--- src/rtl/multi_buffer_controller.sv ---
// Triple+/N-buffer frame controller: writer/reader id grants 1 cycle after request, valid held until request drops.
// No stall path (free buffer always exists). Optional counters under `MULTI_BUFFER_STATS_EN`.
module multi_buffer_controller #(
    parameter int NUM_BUFFERS = 3,
    parameter int ID_WIDTH    = 2
) (
    input  logic                clk,
    input  logic                reset,
    input  logic                write_rq_rdy,
    input  logic                finalize_wr,
    input  logic                read_rq_rdy,
    input  logic                finalize_rd,
    output logic                wr_id_valid,
    output logic [ID_WIDTH-1:0] wr_id,
    output logic                rd_id_valid,
    output logic [ID_WIDTH-1:0] rd_id,
    output logic                frame_drop,
    output logic                rd_repeat
`ifdef MULTI_BUFFER_STATS_EN
    ,
    output logic [15:0]         drop_count,
    output logic [15:0]         repeat_count
`endif
);

    typedef enum logic [1:0] {IDLE, GRANT, RELEASE} chan_state_t;

    chan_state_t         wr_state, wr_state_nxt, rd_state, rd_state_nxt;
    logic [ID_WIDTH-1:0] wr_idx, rd_idx, latest_idx, latest_eff, alloc_idx;
    logic                wr_active, rd_active, fresh;
    logic                wr_take, rd_take, wr_fin, rd_fin, wr_reuse, rd_reuse;

    always_comb begin
        wr_take    = (wr_state == IDLE) && write_rq_rdy;
        rd_take    = (rd_state == IDLE) && read_rq_rdy;
        wr_fin     = finalize_wr && wr_active;
        rd_fin     = finalize_rd && rd_active;
        // A finalize in the same cycle as a request ends the old buffer, so the request allocates anew.
        wr_reuse   = wr_active && !finalize_wr;
        rd_reuse   = rd_active && !finalize_rd;
        latest_eff = wr_fin ? wr_idx : latest_idx;
    end

    always_comb begin
        alloc_idx = '0;
        for (int i = NUM_BUFFERS - 1; i >= 0; i--) begin
            if ((ID_WIDTH'(i) != latest_eff) && !(rd_active && (ID_WIDTH'(i) == rd_idx)))
                alloc_idx = ID_WIDTH'(i);
        end
    end

    always_comb begin
        wr_state_nxt = wr_state;
        case (wr_state)
            IDLE:    if (write_rq_rdy) wr_state_nxt = GRANT;
            GRANT:   if (!write_rq_rdy) wr_state_nxt = RELEASE;
            RELEASE: wr_state_nxt = IDLE;
            default: wr_state_nxt = IDLE;
        endcase
    end

    always_comb begin
        rd_state_nxt = rd_state;
        case (rd_state)
            IDLE:    if (read_rq_rdy) rd_state_nxt = GRANT;
            GRANT:   if (!read_rq_rdy) rd_state_nxt = RELEASE;
            RELEASE: rd_state_nxt = IDLE;
            default: rd_state_nxt = IDLE;
        endcase
    end

    always_ff @(posedge clk) begin
        if (reset) begin
            wr_state   <= IDLE;
            rd_state   <= IDLE;
            wr_idx     <= '0;
            rd_idx     <= '0;
            latest_idx <= '0;
            wr_active  <= 1'b0;
            rd_active  <= 1'b0;
            fresh      <= 1'b1;
            frame_drop <= 1'b0;
            rd_repeat  <= 1'b0;
        end else begin
            wr_state   <= wr_state_nxt;
            rd_state   <= rd_state_nxt;
            frame_drop <= wr_fin && fresh;
            rd_repeat  <= rd_take && !rd_reuse && !fresh;
            if (wr_fin) begin
                latest_idx <= wr_idx;
                wr_active  <= 1'b0;
            end
            if (wr_take && !wr_reuse) begin
                wr_idx    <= alloc_idx;
                wr_active <= 1'b1;
            end
            if (rd_fin)
                rd_active <= 1'b0;
            if (rd_take && !rd_reuse) begin
                rd_idx    <= latest_idx;
                rd_active <= 1'b1;
            end
            // A frame finalized while the reader grabs the old latest stays fresh.
            if (wr_fin)
                fresh <= 1'b1;
            else if (rd_take && !rd_reuse)
                fresh <= 1'b0;
        end
    end

    assign wr_id_valid = (wr_state == GRANT);
    assign rd_id_valid = (rd_state == GRANT);
    assign wr_id       = wr_idx;
    assign rd_id       = rd_idx;

`ifdef MULTI_BUFFER_STATS_EN
    always_ff @(posedge clk) begin
        if (reset) begin
            drop_count   <= '0;
            repeat_count <= '0;
        end else begin
            if (frame_drop && (drop_count != 16'hFFFF))
                drop_count <= drop_count + 16'd1;
            if (rd_repeat && (repeat_count != 16'hFFFF))
                repeat_count <= repeat_count + 16'd1;
        end
    end
`endif

endmodule

--- config.mk ---
export PLATFORM = sky130hd
export DESIGN_NAME = multi_buffer_controller
export DESIGN_NICKNAME = d
export VERILOG_FILES = /design/src/rtl/multi_buffer_controller.sv
export SDC_FILE = /design/constraint.sdc
export NUM_CORES = 1
export LEC_CHECK = 0
export ABC_AREA = 1
export BUFFER_PORTS_ARGS = -buffer_cell sky130_fd_sc_hd__buf_2
export CORE_AREA = 2 2 39 41
export CTS_BUF_LIST = sky130_fd_sc_hd__clkbuf_4 sky130_fd_sc_hd__clkbuf_8
export DETAILED_ROUTE_END_ITERATION = 8
export DIE_AREA = 0 0 41 43
export GPL_ROUTABILITY_DRIVEN = 0
export PLACE_DENSITY_LB_ADDON = 0.05
export RECOVER_POWER = 100
export SYNTH_ARGS = -nofsm -noshare
export SYNTH_HDL_FRONTEND = slang
export SYNTH_SLANG_ARGS = --single-unit
--- constraint.sdc ---
create_clock -name clk -period 1.25 [get_ports clk]
set_clock_uncertainty 0.1 [all_clocks]
set_input_delay 0.125 -clock clk [delete_from_list [all_inputs] [get_ports clk]]
set_output_delay 0.125 -clock clk [all_outputs]
set_load 0.1 [all_outputs]
==> results.yml, run 1 <==
setup_path:
  crit_type: "register to output port"
  crit_family: "flip-flops"
  r2r_cells: 3
  cp.arrival_ns: 0.97
  crit_buf_inv: 2
  cp_cell_sequence: "inv_1 -> nor2_4 -> buf_12"
  cp_slowest_stage_delay_ns: 0.34
  endpoint_kind: "output port"
  r2r_start: "rd_state[1]"
  start_kind: "register"
  rrSetupSlack_ns: 0.08
  cp_max_fo: 2
  cp.required_ns: 1.02
  worst_r2r_endpoint: "rd_id[0]"
  cpMaxStageDelayCell: "dfxtp_2"
power:
  p_seq_frac: 0.479
  power.internal_uw: 715.0
  powerDensity_nw_per_um2: 1291
  total_power_mw: 1.111
  leakagePower_nw: 0.3683
  p_sw_uw: 396.2
  pwr-share-comb: 0.273
  peakVddDrop_uv: 786.6
  swShare: 0.3565
  clkPwrFrac: 0.248
die:
  core_um2: 1384
  die_w_um: 41
  num_rows: 14
  io_pins: 14
  fp.dieH_um: 43
  start_util: 0.4656
  die_area_um2: 1763
cells_and_area:
  layout.nets: 105
  layout.cells.non_filler: 114
  drive_gt1_frac: 0.3673
  area_delta_synth_final_pct: 33.59
  n_fill_cell: 131
  diodes: 0
clocking:
  cts-root-buf: "clkbuf_4"
  cts_sinks: 15
  tritoncts: "done"
  clk_latency_ns: 0.29
  cts_buffer_depth: 2
  clkSlewWorstSetupHoldPaths_ns: 0.09
  cts-buffers-inserted: 3
  htreeDepth: 1
drt:
  routed_wirelength_um: 1197
  ant_nets: 0
  drc: 0
  wire_per_inst_um: 10.50
  detail_route.vias_per_cell: 4.868
  vias: 555
  first_pass_iters: 3
  first_iter_violations: 8
min_path:
  hp-start: "finalize_wr"
  holdPathStages: 3
  min_to: "fresh"
  hold_path_class: "primary input to register"
global_route:
  grt_overflow_total: 0
  antenna_found_initial: 0
  grt_first_pass_wirelength_um: 1980
  grt_max_degree: 16
  grt.total_usage: 0.1715
  grt_pass1_vias: 485
synth:
  ys_ff_latch: 15
  ys_warn_count: 0
  synth_top_family_by_area: "simple AND/OR/NAND/NOR gates"
  synth_adder_area_share: 0
  syn-num-nets: 85
  synth_compound_area_frac: 0.08738
  synth_cells: 79
  ys_seq_area_frac: 0.4660
  synth_top_area_share: 0.4660
  syn_area_per_cell_um2: 8.157
  synth_mux_area_frac: 0
  synth-edff-count: 0
  synth_most_common_cell: "dfxtp_1"
  syn_area_um2: 644.4
  netlist_top_cells_area: "dfxtp_1 47%, nand2_1 7.6%, inv_1 6.4%, nand2_2 5.8%, nor2_1 5.2%"
  synth_flop_cell: "dfxtp_1"
  yosys.area.top_type: "dfxtp_1"
  synth_xor_area_frac: 0
  async_flop_share: 0
  synthSimpleGateAreaFrac: 0.3650
  synthTopCellsByCount: "15 x dfxtp_1, 13 x nand2_1, 11 x inv_1"
  yosysUniqueCellTypes: 17
placement:
  place_hpwl_um: 870.1
  dp_cells: 107
  portBuffers: 13
sta:
  slew_violations: 0
  max_freq_mhz: 834.6
  rsz0062_at_grt: "no"
  finalCriticalPeriod_ns: 1.198
  setup_viol_count_final: 0
  period_share: 0.9586
  fin_setup_tns_ns: 0
  tightest_slew_ns: 0.3017
  hold_violations: 0
  slew_headroom: 0.7999
job:
  max_cap_viol_count: 0
run_status:
  outcome: "complete, no violations"
## how the worst max path moves through the flow
stage	startpoint	end	slack [ns]	depth (start not counted)
CTS	wr_state[0]	wr_id_valid	0.008	3
floorplan	rd_id[1]	wr_id[1]	0.02	7
finish	wr_state[0]	wr_id_valid	0.05	3
global route	wr_active	wr_id[1]	0.005	7
global placement	rd_state[1]	fresh	0.12	4
detailed placement	rd_state[1]	rd_id[0]	0.08	4
## metal layers
layer | vias up | global-route usage | wire length (um)
met5 | - | 0 | 0
met4 | 0 | 0.1200 | 40
met3 | 5 | 0.05236 | 70
met2 | 12 | 0.2500 | 583
met1 | 245 | 0.2026 | 503
li1 | 293 | - | -
## flip-flops by register name, indices dropped and copies added, names as in the netlist, 2 cells and up
| signal | count |
|---|---|
| rd_id | 2 |
| wr_state | 2 |
| rd_state | 2 |
| latest_idx | 2 |
| wr_id | 2 |
## cells by family after synthesis
kind of cell           after synthesis
and+or+nand+nor                     44
DFF                                 15
buffers and inverters               12
AOI/OAI and AO/OA                    8
## layout by cell type, fill, tap and decap left out
cell,synthesis,final
nand3_4,1,2
dfxtp_4,0,4
clkbuf_1,0,2
nand3_2,1,1
a21oi_2,3,3
dfxtp_2,0,2
nor3b_1,3,3
inv_1,11,11
dfxtp_1,15,9
nand2_2,6,5
buf_12,0,2
nor2_2,1,1
nand3_1,6,5
nor3_1,1,1
nor4_1,2,2
buf_4,0,5
buf_2,0,3
nand2_1,13,14
clkbuf_4,0,4
dlygate4sd3_1,0,3
nor2_1,9,7
a21oi_1,3,3
a211oi_1,2,2
clkinv_2,0,1
nor2_4,1,3
## tightest hold or removal path: stages
cell	delay (ns)
buf_2	0.13
nand2_2	0.10
nand2_1	0.07
## cell type report
cell class | count | area [um2] | area share
flip-flops and latches | 15 | 317.8 | 0.3692
multi-input cells | 52 | 316.6 | 0.3677
clock buffers | 3 | 22.52 | 0.02616
repair buffers | 16 | 137.6 | 0.1599
well taps | 16 | 20.02 | 0.02326
inverters | 11 | 41.29 | 0.04797
clock inverters | 1 | 5.005 | 0.005814
## what timing repair did
action,in CTS,in global routing
resized for setup,0,4
hold endpoints to repair,3,0
buffers inserted,0,0
setup endpoints to repair,0,5
hold buffers,3,0
## power by group through the flow
| stage | clock network, mW | logic (mW) | registers, mW |
|---|---|---|---|
| floorplan | 0 | 0.135 | 0.634 |
| detailed placement | 0 | 0.326 | 0.550 |
| finish | 0.276 | 0.303 | 0.532 |
| global route | 0.307 | 0.325 | 0.537 |
| global placement | 0 | 0.325 | 0.549 |
| CTS | 0.287 | 0.334 | 0.539 |
## through the flow
stage / worst slack [ns] / area [um2] / hold WS (ns) / util
after floorplan: 0.01678 / 674.4 / 0.09372 / -
after global placement: 0.1155 / 868.3 / 0.2219 / 0.6275
after detailed placement: 0.07812 / 868.3 / 0.2240 / 0.6275
after CTS: 0.007602 / 925.9 / 0.06246 / 0.6691
after global routing: 0.005298 / 860.8 / 0.08301 / 0.6221
final: 0.05176 / 860.8 / 0.06067 / 0.6221
Note: power is estimated with default switching activity, not from simulation.
==> run 2: changes to the inputs <==
CAP_MARGIN = 30   (was unset)
SETUP_SLACK_MARGIN = 0.15   (was unset)
==> run 2 against run 1 <==
Hold slack lost 0.029 ns. Combinational power is 3% higher. Highest routed layer unchanged. First-iteration DRC count up 100%. Largest power group unchanged. Via count rose by 4.5%. Routed wire length grew 11%. Utilization up 2.2 points. Maximum frequency decreased by 0.65%. Cell count increased by 0.88%. Power up 4.1%.
==> results.yml, run 2 (synthesis results as in run 1) <==
clocking:
  clkSlewWorstSetupHoldPaths_ns: 0.09
  tritoncts: "done"
  cts_buffer_depth: 2
  htreeDepth: 1
  clk_latency_ns: 0.28
  cts_sinks: 15
  cts-buffers-inserted: 3
  cts-root-buf: "clkbuf_4"
cells_and_area:
  diodes: 0
  n_fill_cell: 120
  layout.cells.non_filler: 115
  ff_latch_area_um2: 324.1
  final_common_cell: "nand2_1"
  drive_gt1_frac: 0.5556
  final_cell_mix: "13 x nand2_1, 7 x inv_1, 7 x clkbuf_4, 7 x dfxtp_2, 6 x nand2_2"
  multi_input_area_um2: 342.8
  area_delta_synth_final_pct: 38.25
  layout.nets: 106
global_route:
  grt_max_degree: 16
  grt_pass1_vias: 484
  grt_overflow_total: 0
  antenna_found_initial: 0
  grt_first_pass_wirelength_um: 2014
  grt.total_usage: 0.1705
die:
  fp.dieH_um: 43
  die_area_um2: 1763
  io_pins: 14
  start_util: 0.4656
  num_rows: 14
  die_w_um: 41
  core_um2: 1384
sta:
  period_share: 0.9648
  tightest_slew_ns: 0.3279
  slew_violations: 0
  fin_setup_tns_ns: 0
  rsz0062_at_grt: "yes"
  hold_violations: 0
  setup_viol_count_final: 0
  finalCriticalPeriod_ns: 1.206
  slew_headroom: 0.7814
  max_freq_mhz: 829.2
setup_path:
  crit_type: "register to output port"
  cp_max_fo: 2
  start_kind: "register"
  rrSetupSlack_ns: 0.11
  cp.arrival_ns: 0.98
  endpoint_kind: "output port"
  cp.required_ns: 1.02
placement:
  place_hpwl_um: 925.4
  dp_cells: 107
  portBuffers: 13
min_path:
  hold_path_class: "primary input to register"
drt:
  first_pass_iters: 6
  wire_per_inst_um: 11.56
  detail_route.vias_per_cell: 5.043
  first_iter_violations: 16
  routed_wirelength_um: 1329
  drc: 0
  vias: 580
  ant_nets: 0
run_status:
  outcome: "complete, no violations"
power:
  total_power_mw: 1.156
  leakagePower_nw: 0.3755
  powerDensity_nw_per_um2: 1298
  peakVddDrop_uv: 1033
job:
  max_cap_viol_count: 0
[run 2: cell type report]
cell class / instances / area share
clock buffer: 4 / 0.03371
inverter: 11 / 0.04635
timing repair buffer: 17 / 0.1489
multi-input combinational: 52 / 0.3848
tap: 16 / 0.02247
sequential: 15 / 0.3638
[run 2: metal layers]
layer  wire, um  vias up  global-route usage
li1           -      294                   -
met1        609      268              0.2255
met2        638       14              0.2469
met3         58        4             0.04712
met4         23        0             0.08000
met5          0        -                   0
[run 2: where the power goes]
part           switching (mW)  internal (mW)  leakage [nW]
registers              0.0293          0.510         0.129
clock network           0.158          0.146        0.0184
logic                   0.223         0.0904         0.228
[run 2: worst max-delay path, cell delays in order, from the launching register on]
cell,delay (ns)
dfxtp_2,0.34
inv_2,0.05
nor2_4,0.10
buf_8,0.20
[run 2: path summary, 6_finish.rpt]
kind                 endpoint         from  cells after the start
setup / recovery  wr_id_valid  wr_state[0]                      3
hold / removal      rd_active  finalize_rd                      4
hold reg to reg   rd_state[0]  rd_state[1]                      1
setup reg to reg     wr_id[0]  wr_state[0]                      6
[run 2: what timing repair did]
action / CTS / global route
endpoints found under the hold margin: 2 / 0
pin swaps: 1 / 4
endpoints found under the setup margin: 7 / 7
setup buffers: 1 / 1
gates cloned: 0 / 0
resized for setup: 6 / 6
hold buffers: 2 / 0
[run 2: through the flow]
stage	util	worst slack, ns	instance area [um2]	hold slack [ns]
floorplan	-	0.09893	691.9	0.09369
global placement	0.6401	0.1308	885.9	0.2206
detailed placement	0.6401	0.08856	885.9	0.2259
CTS	0.6899	0.04794	954.7	0.01731
global route	0.6438	0.01688	890.9	0.02947
finish	0.6438	0.04398	890.9	0.03170
